===== config.mk =====
export PLATFORM = sky130hd
export DESIGN_NAME = mem_port_sched
export DESIGN_NICKNAME = d
export VERILOG_FILES = /design/src/rtl/dlx_mem_pkg.sv /design/src/rtl/mem_lane_gen.sv /design/src/rtl/mem_port_sched.sv
export SDC_FILE = /design/constraint.sdc
export NUM_CORES = 1
export LEC_CHECK = 0
export ABC_CLOCK_PERIOD_IN_PS = 2050
export CORE_ASPECT_RATIO = 0.9
export CORE_UTILIZATION = 40
export DETAILED_ROUTE_END_ITERATION = 12
export GPL_ROUTABILITY_DRIVEN = 0
export PLACE_DENSITY = 0.78
export SYNTH_ARGS = -nofsm -noshare
export SYNTH_HDL_FRONTEND = slang
export SYNTH_SLANG_ARGS = --single-unit

===== constraint.sdc =====
create_clock -name clk -period 2.05 [get_ports clk]
set_clock_uncertainty 0.15 [all_clocks]
set_input_delay 0.41 -clock clk [delete_from_list [all_inputs] [get_ports clk]]
set_output_delay 0.41 -clock clk [all_outputs]
set_load 0.01 [all_outputs]

===== src/rtl/dlx_mem_pkg.sv =====
// rtl/dlx_mem_pkg.sv - shared encodings for the DLX memory-port scheduler
package dlx_mem_pkg;

  localparam logic [1:0] SZ_BYTE = 2'b00;
  localparam logic [1:0] SZ_HALF = 2'b01;
  localparam logic [1:0] SZ_WORD = 2'b10;

  // Wide enough for the largest legal TIMEOUT_CYC (1023)
  localparam int CNT_W = 10;

  typedef enum logic [1:0] {
    ST_IDLE = 2'b00,
    ST_BUSY = 2'b01,
    ST_RESP = 2'b10
  } state_e;

  typedef enum logic {
    SRC_IF = 1'b0,
    SRC_D  = 1'b1
  } src_e;

endpackage


===== src/rtl/mem_lane_gen.sv =====
// rtl/mem_lane_gen.sv - big-endian byte enables, store-lane replication and misalign detect
module mem_lane_gen
  import dlx_mem_pkg::*;
(
  input  logic [1:0]  size,
  input  logic [1:0]  addr_lo,
  input  logic [31:0] wdata,
  output logic [3:0]  be,
  output logic [31:0] wdata_rep,
  output logic        misalign
);

  // Lane 0 (addr offset 0) is the most significant byte, so enables shift right with offset
  always_comb begin
    be        = 4'b0000;
    wdata_rep = wdata;
    misalign  = 1'b0;
    case (size)
      SZ_BYTE: begin
        be        = 4'b1000 >> addr_lo;
        wdata_rep = {4{wdata[7:0]}};
      end
      SZ_HALF: begin
        be        = addr_lo[1] ? 4'b0011 : 4'b1100;
        wdata_rep = {2{wdata[15:0]}};
        misalign  = addr_lo[0];
      end
      SZ_WORD: begin
        be        = 4'b1111;
        misalign  = (addr_lo != 2'b00);
      end
      default: misalign = 1'b1;
    endcase
  end

endmodule


===== src/rtl/mem_port_sched.sv =====
// rtl/mem_port_sched.sv - fetch/data arbiter for one memory port; MEM_SCHED_RR_EN selects round-robin
module mem_port_sched
  import dlx_mem_pkg::*;
#(
  parameter int ADDR_W      = 32,
  parameter int DATA_W      = 32,
  parameter int TIMEOUT_CYC = 255
) (
  input  logic              clk,
  input  logic              reset,
  input  logic              if_req,
  input  logic [ADDR_W-1:0] if_addr,
  output logic              if_valid,
  output logic [DATA_W-1:0] if_rdata,
  output logic              if_stall,
  input  logic              d_req,
  input  logic              d_wr,
  input  logic [1:0]        d_size,
  input  logic [ADDR_W-1:0] d_addr,
  input  logic [DATA_W-1:0] d_wdata,
  output logic              d_valid,
  output logic [DATA_W-1:0] d_rdata,
  output logic              d_err,
  output logic              d_stall,
  output logic              mem_req,
  output logic              mem_wr,
  output logic [ADDR_W-1:0] mem_addr,
  output logic [3:0]        mem_be,
  output logic [DATA_W-1:0] mem_wdata,
  input  logic [DATA_W-1:0] mem_rdata,
  input  logic              mem_ready
);

  localparam logic [ADDR_W-1:0] WORD_MASK = ~ADDR_W'(3);
  localparam logic [CNT_W-1:0]  CNT_LAST  = CNT_W'(TIMEOUT_CYC - 1);

  state_e           state;
  src_e             src;
  logic             pend_err;
  logic [CNT_W-1:0] cnt;
  logic [3:0]       d_be;
  logic [31:0]      d_wrep;
  logic             d_mis;
  logic             grant_d;
  logic             grant_if;
  logic             done;

  mem_lane_gen u_lane (
    .size      (d_size),
    .addr_lo   (d_addr[1:0]),
    .wdata     (d_wdata),
    .be        (d_be),
    .wdata_rep (d_wrep),
    .misalign  (d_mis)
  );

`ifdef MEM_SCHED_RR_EN
  src_e rr_last;

  always_comb begin
    grant_d  = d_req && (!if_req || (rr_last == SRC_IF));
    grant_if = if_req && !grant_d;
  end

  always_ff @(posedge clk) begin
    if (reset) begin
      rr_last <= SRC_IF;
    end else if (state == ST_IDLE && (grant_d || grant_if)) begin
      rr_last <= grant_d ? SRC_D : SRC_IF;
    end
  end
`else
  assign grant_d  = d_req;
  assign grant_if = if_req && !d_req;
`endif

  assign if_stall = if_req && !if_valid;
  assign d_stall  = d_req && !d_valid;
  assign done     = mem_ready || (cnt == CNT_LAST);

  always_ff @(posedge clk) begin
    if (reset) begin
      state     <= ST_IDLE;
      src       <= SRC_IF;
      pend_err  <= 1'b0;
      cnt       <= '0;
      if_valid  <= 1'b0;
      if_rdata  <= '0;
      d_valid   <= 1'b0;
      d_rdata   <= '0;
      d_err     <= 1'b0;
      mem_req   <= 1'b0;
      mem_wr    <= 1'b0;
      mem_addr  <= '0;
      mem_be    <= 4'b0000;
      mem_wdata <= '0;
    end else begin
      if_valid <= 1'b0;
      d_valid  <= 1'b0;
      d_err    <= 1'b0;
      case (state)
        ST_IDLE: begin
          cnt <= '0;
          if (grant_d) begin
            src <= SRC_D;
            if (d_mis) begin
              pend_err <= 1'b1;
              state    <= ST_RESP;
            end else begin
              mem_req   <= 1'b1;
              mem_wr    <= d_wr;
              mem_addr  <= d_addr & WORD_MASK;
              mem_be    <= d_be;
              mem_wdata <= d_wrep;
              state     <= ST_BUSY;
            end
          end else if (grant_if) begin
            src       <= SRC_IF;
            mem_req   <= 1'b1;
            mem_wr    <= 1'b0;
            mem_addr  <= if_addr & WORD_MASK;
            mem_be    <= 4'b1111;
            mem_wdata <= '0;
            state     <= ST_BUSY;
          end
        end
        ST_BUSY: begin
          cnt <= cnt + 1'b1;
          if (done) begin
            mem_req   <= 1'b0;
            mem_wr    <= 1'b0;
            mem_addr  <= '0;
            mem_be    <= 4'b0000;
            mem_wdata <= '0;
            state     <= ST_RESP;
            if (src == SRC_D) begin
              d_valid <= 1'b1;
              d_err   <= !mem_ready;
              d_rdata <= mem_ready ? mem_rdata : '0;
            end else begin
              if_valid <= 1'b1;
              if_rdata <= mem_ready ? mem_rdata : '0;
            end
          end
        end
        ST_RESP: begin
          // Rejected data accesses spend one extra RESP cycle so error latency matches a 1-cycle access
          if (pend_err) begin
            pend_err <= 1'b0;
            d_valid  <= 1'b1;
            d_err    <= 1'b1;
            d_rdata  <= '0;
          end else begin
            state <= ST_IDLE;
          end
        end
        default: state <= ST_IDLE;
      endcase
    end
  end

endmodule


* Word level (Yosys, flattened, before mapping) *
Index checks and enable logic that the tools add are counted.

storage, ports and cells
  output and inout bits = 139
  bits in latches = 0
  register bits = 151
  memories = 0
  ROM bits = 0
  memory bits (writable) = 0

operators by class
  shift-type cells = 1
  add/sub/neg operators = 1
  multiplexer cells = 51
  eq/ne operators = 13
  reductions and logical operators = 22
  multipliers = 0
  div/mod/pow operators = 0
  order comparisons = 0
  bitwise gates (word level) = 3

operators with widths
  operator                                               number
  2-to-1 mux 32 bit                                      11
  case mux 32 bit (2 select lines)                       4
  2-to-1 mux 4 bit                                       5
  case mux 10 bit (2 select lines)                       1
  2-to-1 mux 1 bit                                       16
  inequality test 2 bit (second input constant)          6
  case mux 4 bit (3 select lines)                        1
  adder 10 x 1 -> 10 bit (second input constant)         1
  equality test 10 x 8 -> 1 bit (second input constant)  1
  2-to-1 mux 2 bit                                       5
  case mux 1 bit (2 select lines)                        5
  nonzero test 2 bit                                     5
  AND reduction 3 bit                                    3
  case mux 4 bit (2 select lines)                        1
  AND reduction 4 bit                                    2
  inequality test 3 bit (second input constant)          2
  case mux 2 bit (3 select lines)                        1
  equality test 2 x 1 -> 1 bit (second input constant)   2
  equality test 2 bit (second input constant)            2
  logical NOT 1 bit                                      4
  logical NOT 2 bit                                      2
  >> shifter 4 x 2 -> 4 bit (first input constant)       1
  logical AND 1 bit                                      3
  NOT 1 bit                                              3
  other kinds (4)                                        4

* Depth between registers and ports, before layout *
Gate-level depths: netlist (run 1).

  depth in word-level cells = 5
  gate-level depth with buffers = 9
  mapped depth without buffers = 6

* Hierarchy *
From an unflattened synthesis (run 1), not the netlist that was laid out.

second synthesis, totals
  cells, all modules = 820
  area, all modules = 6751.5 um^2

modules (own cells, without submodules)
  module          sequential area each (um^2)  area an instance (um^2)  cells an instance  instances
  mem_port_sched  2982.9                       6177.2                   751                1
  mem_lane_gen    0.0                          574.3                    69                 1

* Worst setup path before layout (run 1) *
No wires, ideal clock.

  kind = register to register
  start point = register cnt[0]
  end point = register mem_be[0]
  stages on the path, launching flop included = 8
  data required time = 1.777 ns
  clock period less this slack = 2.047 ns
  path buffers = 1
  arrival time = 1.774 ns
  path slack = 0.003 ns
  cells stage by stage = dfxtp_1 -> inv_1 -> ha_1 -> or3b_4 -> o31ai_4 -> nand3_1 -> buf_4 -> mux2_1

between the ends
  cells in the longest elaborated chain, start to end = 4

ends and longest elaborated chain
  what                                    line                   source
  start, declared                         mem_port_sched.sv:40   logic [CNT_W-1:0] cnt;
  start signal, assigned                  mem_port_sched.sv:128  cnt <= cnt + 1'b1;
  equality test 10 x 8 -> 1 bit           mem_port_sched.sv:79   assign done = mem_ready || (cnt == CNT_LAST);
  logical OR 1 bit                        mem_port_sched.sv:79
  inequality test 2 bit (no source line)  n/a
  AND reduction 4 bit (no source line)    n/a
  end signal, assigned                    mem_port_sched.sv:95   mem_be <= 4'b0000;
  end signal, assigned                    mem_port_sched.sv:113  mem_be <= d_be;
  end signal, assigned                    mem_port_sched.sv:122  mem_be <= 4'b1111;
  end, declared                           mem_port_sched.sv:28   output logic [3:0] mem_be,

Every way passes these cells.
A chain may end at the register's enable or synchronous reset.

* Worst setup path after layout (run 1) *
  start point = register cnt[0]
  end point = register mem_wdata[10]

between the ends
  cells in the longest elaborated chain, start to end = 4

ends and longest elaborated chain
  what                                    line                   source
  equality test 10 x 8 -> 1 bit           mem_port_sched.sv:79
  logical OR 1 bit                        mem_port_sched.sv:79
  inequality test 2 bit (no source line)  n/a
  AND reduction 4 bit (no source line)    n/a
  end signal, assigned                    mem_port_sched.sv:114  mem_wdata <= d_wrep;
  end, declared                           mem_port_sched.sv:29   output logic [DATA_W-1:0] mem_wdata,

Every way passes these cells.

==> key figures, run 1 <==
Timing
  • RSZ-0062 raised after global routing: true
  • Final setup viols: 0
  • FMAX: 0.4943 GHz
  • Worst Tran Pin Value: 0.5491 ns
  • Slew HR: 63.40%
  • Max Slew Vio Count: 0
  • Final Hold Fails: 0
  • Fin Hold WS: 0.2083 ns
  • Final TNS setup: 0 ns
  • Final period util: 98.68%
  • Fin worst setup slack: 0.02708 ns
  • Min cycle time layout: 2.023 ns

Power
  • Sw frac: 31.52%
  • Peak supply drop: 0.0006156 V
  • Comb power frac: 31.8%
  • Power Dens Cells: 880.5 nW/um^2
  • Leakage power: 3.953 nW
  • Internal power: 6.419 mW
  • Seq pwr share: 36.3%
  • Sw Pwr: 2.954 mW
  • Clk network pwr share: 31.8%

Setup path
  • R2r setup slk: 0.03 ns
  • CP max-delay cell: or3b_4
  • Worst R2R Start: cnt[0]
  • CP Cell Sequence: inv_1, ha_1, or3b_4, o31ai_4, nand3_4, buf_12, mux2i_1
  • Crit Path Max Fanout: 26
  • Critical Path Max Stage Delay: 0.40 ns
  • Critical path's top delay family: simple AND/OR/NAND/NOR gates
  • R2r worst-path depth: 7
  • Crit path kind: flop to flop
  • CP endpoint kind: flop
  • Startpoint types: flop
  • Reg2reg end: mem_wdata[10]
  • CP arrival: 2.16 ns
  • WP buf/inv: 2
  • Crit path required time: 2.19 ns
  • Critical Path Stages: 7

Layout
  • Filler Cells Inserted: 1,440
  • Final net count: 1,198
  • Area Growth Syn to Fin: 53.05%
  • Layout cell share with drive strength beyond 1: 12.80%
  • Final Non-Filler Cells: 1,305
  • Ant. Diodes: 0

Synth
  • Ys async rst share: 0%
  • Synth Instances: 798
  • Mapped Area: 6955 sq um
  • EDFF count, synth: 0
  • Synth Warn #: 0
  • #FFs+latches synth: 149
  • Sequential share of the synthesized area: 42.89%
  • Syn avg cell area: 8.716 sq um
  • Yosys cell types: 46
  • Top FF cell, synth: dfxtp_1

Floorplanning
  • Row count: 45
  • Die Y-Extent: 127.1 microns
  • DIE AREA: 17,920 sq um
  • Initial Utilization: 41.04%
  • # IOs: 275
  • Core box area: 16,950 sq um
  • Die width: 141 microns

Hold path
  • Min-Delay Endpoint: src
  • Hold depth: 3
  • Min-Delay Path Class: input pin to flop
  • Hold path startpoint: d_req

Clock network
  • Reg clk slew, reported paths: 0.07 ns
  • Worst skew pair latency: 0.41 ns
  • H-Tree Depth: 4
  • Clock sink count: 149
  • CTS Buffer Depth: 2
  • Hold Buf Count CTS: 0
  • Root Driver: clkbuf_16
  • Post-CTS Setup Repair Bufs: 0
  • CTS Buf Count: 17
  • CTS tree: yes

Global routing
  • All-Layer GR Usage: 22.75%
  • First-pass GRT wire length: 32.43 mm
  • Vias in the first global route: 6,346
  • Grt total ovfl: 0
  • Pin count of the biggest net entering global routing: 77
  • Initial antenna violation count: 1

Route
  • Via count of the routed design: 6,523
  • Wire per inst: 15.68 microns
  • Final ANT Viol Nets: 0
  • DRC violations left: 0
  • Via/cell ratio: 4.998
  • Drt total wl: 20.46 mm
  • DRT iter0 DRCs: 386
  • Initial DRT Pass Iterations: 5

Placed design
  • Post-Place Setup Slack: -0.2195 ns
  • Number of port buffers: 270
  • Dpl hpwl: 14.53 mm
  • Cells after DPL: 1,273

Job
  • Max Cap Viol: 0

Outcome
  • Status: finished clean
==> worst min-delay path: cells and delay by family <==
kind / cells / cell delay, ns
AND/OR/NAND/NOR: 1 / 0.11
AO/OA/AOI/OAI: 1 / 0.07
buffers and inverters: 1 / 0.14
==> layout make-up <==
class,count,area (sq um),share of cell area [%]
multi-input cells,572,3661,34.39
well taps,235,294.0,2.762
clock inverters,15,135.1,1.269
clock buffers,17,425.4,3.996
repair buffers,308,3112,29.23
inverters,9,33.78,0.3173
flip-flops and latches,149,2984,28.03
==> how the worst max path moves through the flow <==
stage / end / slack [ns] / start
after floorplan: mem_be[0] / 0.003 / cnt[0]
after global placement: mem_be[3] / -0.16 / d_size[0]
after detailed placement: mem_addr[7] / -0.22 / d_addr[1]
after CTS: mem_wdata[10] / 0.01 / cnt[0]
after global routing: mem_wdata[10] / -0.05 / cnt[0]
final: mem_wdata[10] / 0.03 / cnt[0]
==> metrics by stage <==
step / util [%] / cell area, sq um / power, mW
final: 62.81 / 10650 / 9.373
after global routing: 62.81 / 10650 / 9.817
after CTS: 62.72 / 10630 / 9.444
after detailed placement: 59.38 / 10060 / 6.438
after global placement: 59.38 / 10060 / 6.396
after floorplan: - / 6959 / 5.032
==> registers in the layout, indices dropped and copies added, names as in the netlist <==
register	cells
if_rdata	32
mem_wdata	32
src	1
mem_wr	1
mem_addr	30
pend_err	1
d_valid	1
d_err	1
mem_be	4
mem_req	1
if_valid	1
d_rdata	32
state	2
cnt	10
==> synthesized netlist by cell type, types with 2 or more instances <==
| cell type | n | area, sq um |
|---|---|---|
| a21oi_1 | 79 | 395.4 |
| a311oi_1 | 9 | 78.83 |
| a31o_2 | 2 | 17.52 |
| a31oi_1 | 2 | 12.51 |
| a41oi_1 | 4 | 35.03 |
| and2_1 | 2 | 12.51 |
| and3_1 | 3 | 18.77 |
| and4_1 | 2 | 17.52 |
| buf_1 | 2 | 7.510 |
| buf_2 | 4 | 20.02 |
| buf_4 | 3 | 22.52 |
| buf_6 | 5 | 56.30 |
| clkbuf_1 | 55 | 206.5 |
| dfxtp_1 | 149 | 2983 |
| ha_1 | 5 | 62.56 |
| inv_1 | 9 | 33.78 |
| mux2_1 | 2 | 22.52 |
| mux2_2 | 47 | 529.3 |
| mux2i_1 | 72 | 720.7 |
| nand2_1 | 148 | 555.5 |
| nand2b_1 | 70 | 437.9 |
| nand3_1 | 5 | 25.02 |
| nand3b_1 | 2 | 15.01 |
| nand4b_1 | 2 | 17.52 |
| nor2_1 | 6 | 22.52 |
| nor2b_1 | 5 | 31.28 |
| nor3b_1 | 3 | 22.52 |
| o21ai_0 | 80 | 400.4 |
| o21ba_2 | 2 | 20.02 |
| o31a_1 | 2 | 17.52 |
| or2_2 | 2 | 12.51 |
==> cell usage in the layout, fill, tap and decap left out, types with 3 or more instances in the layout <==
| master | Yosys | routed |
|---|---|---|
| o21ai_0 | 80 | 71 |
| clkbuf_16 | 0 | 17 |
| nor2_2 | 1 | 4 |
| clkinv_4 | 0 | 3 |
| inv_1 | 9 | 9 |
| clkdlybuf4s50_1 | 0 | 267 |
| inv_6 | 0 | 5 |
| nand2_1 | 148 | 148 |
| nor2b_1 | 5 | 4 |
| nand2b_1 | 70 | 70 |
| buf_12 | 0 | 10 |
| and3_1 | 3 | 3 |
| o21ai_1 | 0 | 8 |
| mux2i_1 | 72 | 72 |
| ha_1 | 5 | 3 |
| nand3_1 | 5 | 4 |
| buf_4 | 3 | 27 |
| a311oi_1 | 9 | 9 |
| a41oi_1 | 4 | 4 |
| dfxtp_1 | 149 | 148 |
| nor2_1 | 6 | 3 |
| nor3b_1 | 3 | 3 |
| mux2_2 | 47 | 47 |
| a21oi_1 | 79 | 79 |
| inv_8 | 0 | 4 |
==> power groups by stage <==
stage          registers (mW)  clock network (mW)  logic [mW]
2_1_floorplan            3.60                   0        1.43
3_3_place_gp             3.45                   0        2.94
3_5_place_dp             3.47                   0        2.97
4_1_cts                  3.41                3.04        2.99
5_1_grt                  3.45                3.17        3.20
6_report                 3.41                2.98        2.99
==> metal layers <==
layer | share of wire [%] | vias to the layer above | global-route usage [%]
met1 | 44 | 3065 | 27.92
li1 | - | 3246 | -
met5 | 0.039 | - | 0
met3 | 4.6 | 40 | 4.985
met2 | 48 | 170 | 38.45
met4 | 3.0 | 2 | 9.910
==> cells by family (layout without fill, tap and decap cells) <==
family	Yosys count	after routing	synth area share, %
AO/OA/AOI/OAI	188	188	15.15
adder cells (fa/ha/maj)	5	5	0.8994
buffers and inverters	78	349	4.983
flip-flops	149	149	42.89
multiplexers	121	121	18.29
other	1	2	0.05391
AND/OR/NAND/NOR	256	256	17.74
==> what timing repair did <==
item                       in CTS  in global routing
pin swaps                       0                  1
resized for setup               5                 13
setup endpoints to repair      32                 82
Note: power is estimated with default switching activity, not from simulation.
==> inputs of run 2 (changes only) <==
HOLD_SLACK_MARGIN = 0.1   (was default)
==> results of run 2 <==
No change in the layout: final DEF, timing and power equal those of run 1.
==> inputs of run 3 (changes only) <==
ABC_CLOCK_PERIOD_IN_PS = default   (was 2050)
CTS_CLUSTER_SIZE = 25   (was default)
SKIP_CTS_REPAIR_TIMING = 1   (was default)
==> key figures, run 3 (synthesis gave the netlist of run 1 again) <==
Outcome
  • Status: finished clean

Power
  • Power Dens Cells: 894.4 nW/um^2 (+1.6%)
  • Final total power: 9.669 mW (+3.2%)
  • Peak supply drop: 0.0006318 V (+2.6%)
  • Leakage power: 4.026 nW (+1.9%)

Route
  • Via count of the routed design: 6,579 (+0.86%)
  • Drt total wl: 20.83 mm (+1.8%)
  • Via/cell ratio: 5.018 (+0.40%)
  • DRT iter0 DRCs: 418 (+8.3%)
  • Final ANT Viol Nets: 0 (unchanged)
  • Initial DRT Pass Iterations: 5 (unchanged)
  • Wire per inst: 15.89 microns (+1.3%)
  • DRC violations left: 0 (unchanged)

Layout
  • Multi-input logic area: 3705 sq um (+1.2%)
  • Final net count: 1,204 (+0.50%)
  • Ant. Diodes: 0 (unchanged)
  • FF/Latch Area: 2985 sq um (about the same)
  • Filler Cells Inserted: 1,416 (-1.7%)
  • Finished Core Util: 63.79% (+0.97 points)
  • Final Non-Filler Cells: 1,311 (+0.46%)
  • Biggest regs: d_rdata (32), if_rdata (32), mem_wdata (32)
  • Layout cell share with drive strength beyond 1: 13.94% (+1.1 points)
  • Most frequent cells in the layout: clkdlybuf4s50_1, nand2_1, dfxtp_1
  • Most common cell after layout, fill and taps aside: clkdlybuf4s50_1
  • Area Growth Syn to Fin: 55.42%

Floorplanning
  • DIE AREA: 17,920 sq um (unchanged)
  • Row count: 45 (unchanged)
  • Die Y-Extent: 127.1 microns (unchanged)
  • Initial Utilization: 41.04% (unchanged)
  • Core box area: 16,950 sq um (unchanged)
  • Die width: 141 microns (unchanged)
  • # IOs: 275 (unchanged)

Setup path
  • Critical Path Stages: 8 (+1)
  • Crit path kind: flop to flop
  • Reg2reg end: mem_addr[7]
  • CP endpoint kind: flop
  • Critical Path Max Stage Delay: 0.39 ns (about the same)
  • CP Cell Sequence: inv_2, ha_4, or3b_4, o31ai_4, nand3_4, buf_8, buf_12, mux2i_2
  • WP buf/inv: 3 (+1)
  • Worst setup startpoint: cnt[0]
  • R2r worst-path depth: 8 (+1)
  • CP max-delay cell: or3b_4
  • Startpoint types: flop
  • R2r setup slk: 0.03 ns (about the same)
  • Critical path's top delay family: simple AND/OR/NAND/NOR gates
  • Crit Path Max Fanout: 12 (-54%)
  • CP arrival: 2.17 ns (about the same)
  • Crit path required time: 2.20 ns (about the same)
  • Worst R2R Start: cnt[0]

Clock network
  • CTS tree: yes
  • Worst skew pair latency: 0.41 ns (about the same)
  • Root Driver: clkbuf_16
  • H-Tree Depth: 4 (unchanged)
  • CTS Buffer Depth: 2 (unchanged)
  • Clock sink count: 149 (unchanged)
  • CTS Buf Count: 17 (unchanged)
  • Reg clk slew, reported paths: 0.07 ns (about the same)

Job
  • Max Cap Viol: 0 (unchanged)

Global routing
  • Grt total ovfl: 0 (unchanged)
  • Pin count of the biggest net entering global routing: 77 (unchanged)
  • Vias in the first global route: 6,345 (-0.016%)
  • First-pass GRT wire length: 32.44 mm (about the same)
  • Initial antenna violation count: 1 (unchanged)
  • All-Layer GR Usage: 22.76% (about the same)

Timing
  • Final setup viols: 0 (unchanged)
  • FMAX: 0.4953 GHz (+0.20%)
  • Final period util: 98.48% (-0.20 points)
  • RSZ-0062 raised after global routing: true
  • Fin Hold WS: 0.2140 ns (+0.005731 ns)
  • Slew HR: 63.00% (-0.40 points)
  • Min cycle time layout: 2.019 ns (-0.004112 ns)
  • Max Slew Vio Count: 0 (unchanged)
  • Final Hold Fails: 0 (unchanged)
  • Worst Tran Pin Value: 0.5551 ns (+0.005993 ns)

Hold path
  • Min-Delay Endpoint: src
  • Min-Delay Path Class: input pin to flop
  • Hold depth: 3 (unchanged)
  • Hold path startpoint: d_req

Placed design
  • Number of port buffers: 270 (unchanged)
  • Dpl hpwl: 14.53 mm (unchanged)
  • Cells after DPL: 1,273 (unchanged)
-- run 3: worst max-delay path by stage --
stage / endpoint
final: mem_addr[7]
after global routing: mem_be[2]
after CTS: if_stall
after detailed placement: mem_addr[7]
after floorplan: mem_be[0]
after global placement: mem_be[3]
-- run 3: through the flow --
| stage | TNS [ns] | cell area [sq um] | setup slack [ns] |
|---|---|---|---|
| final | 0 | 10810 | 0.03119 |
| after global routing | -0.1044 | 10810 | -0.01701 |
| after CTS | -0.3420 | 10620 | -0.1732 |
| after detailed placement | -12.24 | 10060 | -0.2195 |
| after global placement | -9.543 | 10060 | -0.1595 |
| after floorplan | 0 | 6959 | 0.002707 |
-- run 3: routing by layer --
metal,wire [microns],GRT usage (%)
met1,9083,27.95
met2,10060,38.45
met3,1120,4.985
met4,554,9.910
met5,8,0
-- run 3: power by group --
part	internal, mW	total, mW	switching, mW
clock network	1.60	2.98	1.37
logic	1.80	3.28	1.49
registers	3.23	3.41	0.179
-- run 3: final cells by class --
| cell class | count | area share [%] |
|---|---|---|
| Tap cell | 235 | 2.720 |
| Clock buffer | 17 | 3.935 |
| Inverter | 9 | 0.3125 |
| Multi-Input combinational cell | 572 | 34.27 |
| Timing Repair Buffer | 314 | 29.90 |
| Clock inverter | 15 | 1.250 |
| Sequential cell | 149 | 27.62 |
-- run 3: worst register-to-register path, delay by kind of cell (launching register included) --
| kind | cells | cell delay, ns |
|---|---|---|
| flip-flops | 1 | 0.32 |
| multiplexers | 1 | 0.16 |
| AND/OR/NAND/NOR | 2 | 0.51 |
| buffers and inverters | 3 | 0.39 |
| AO/OA/AOI/OAI | 1 | 0.26 |
| adder cells (fa/ha/maj) | 1 | 0.12 |
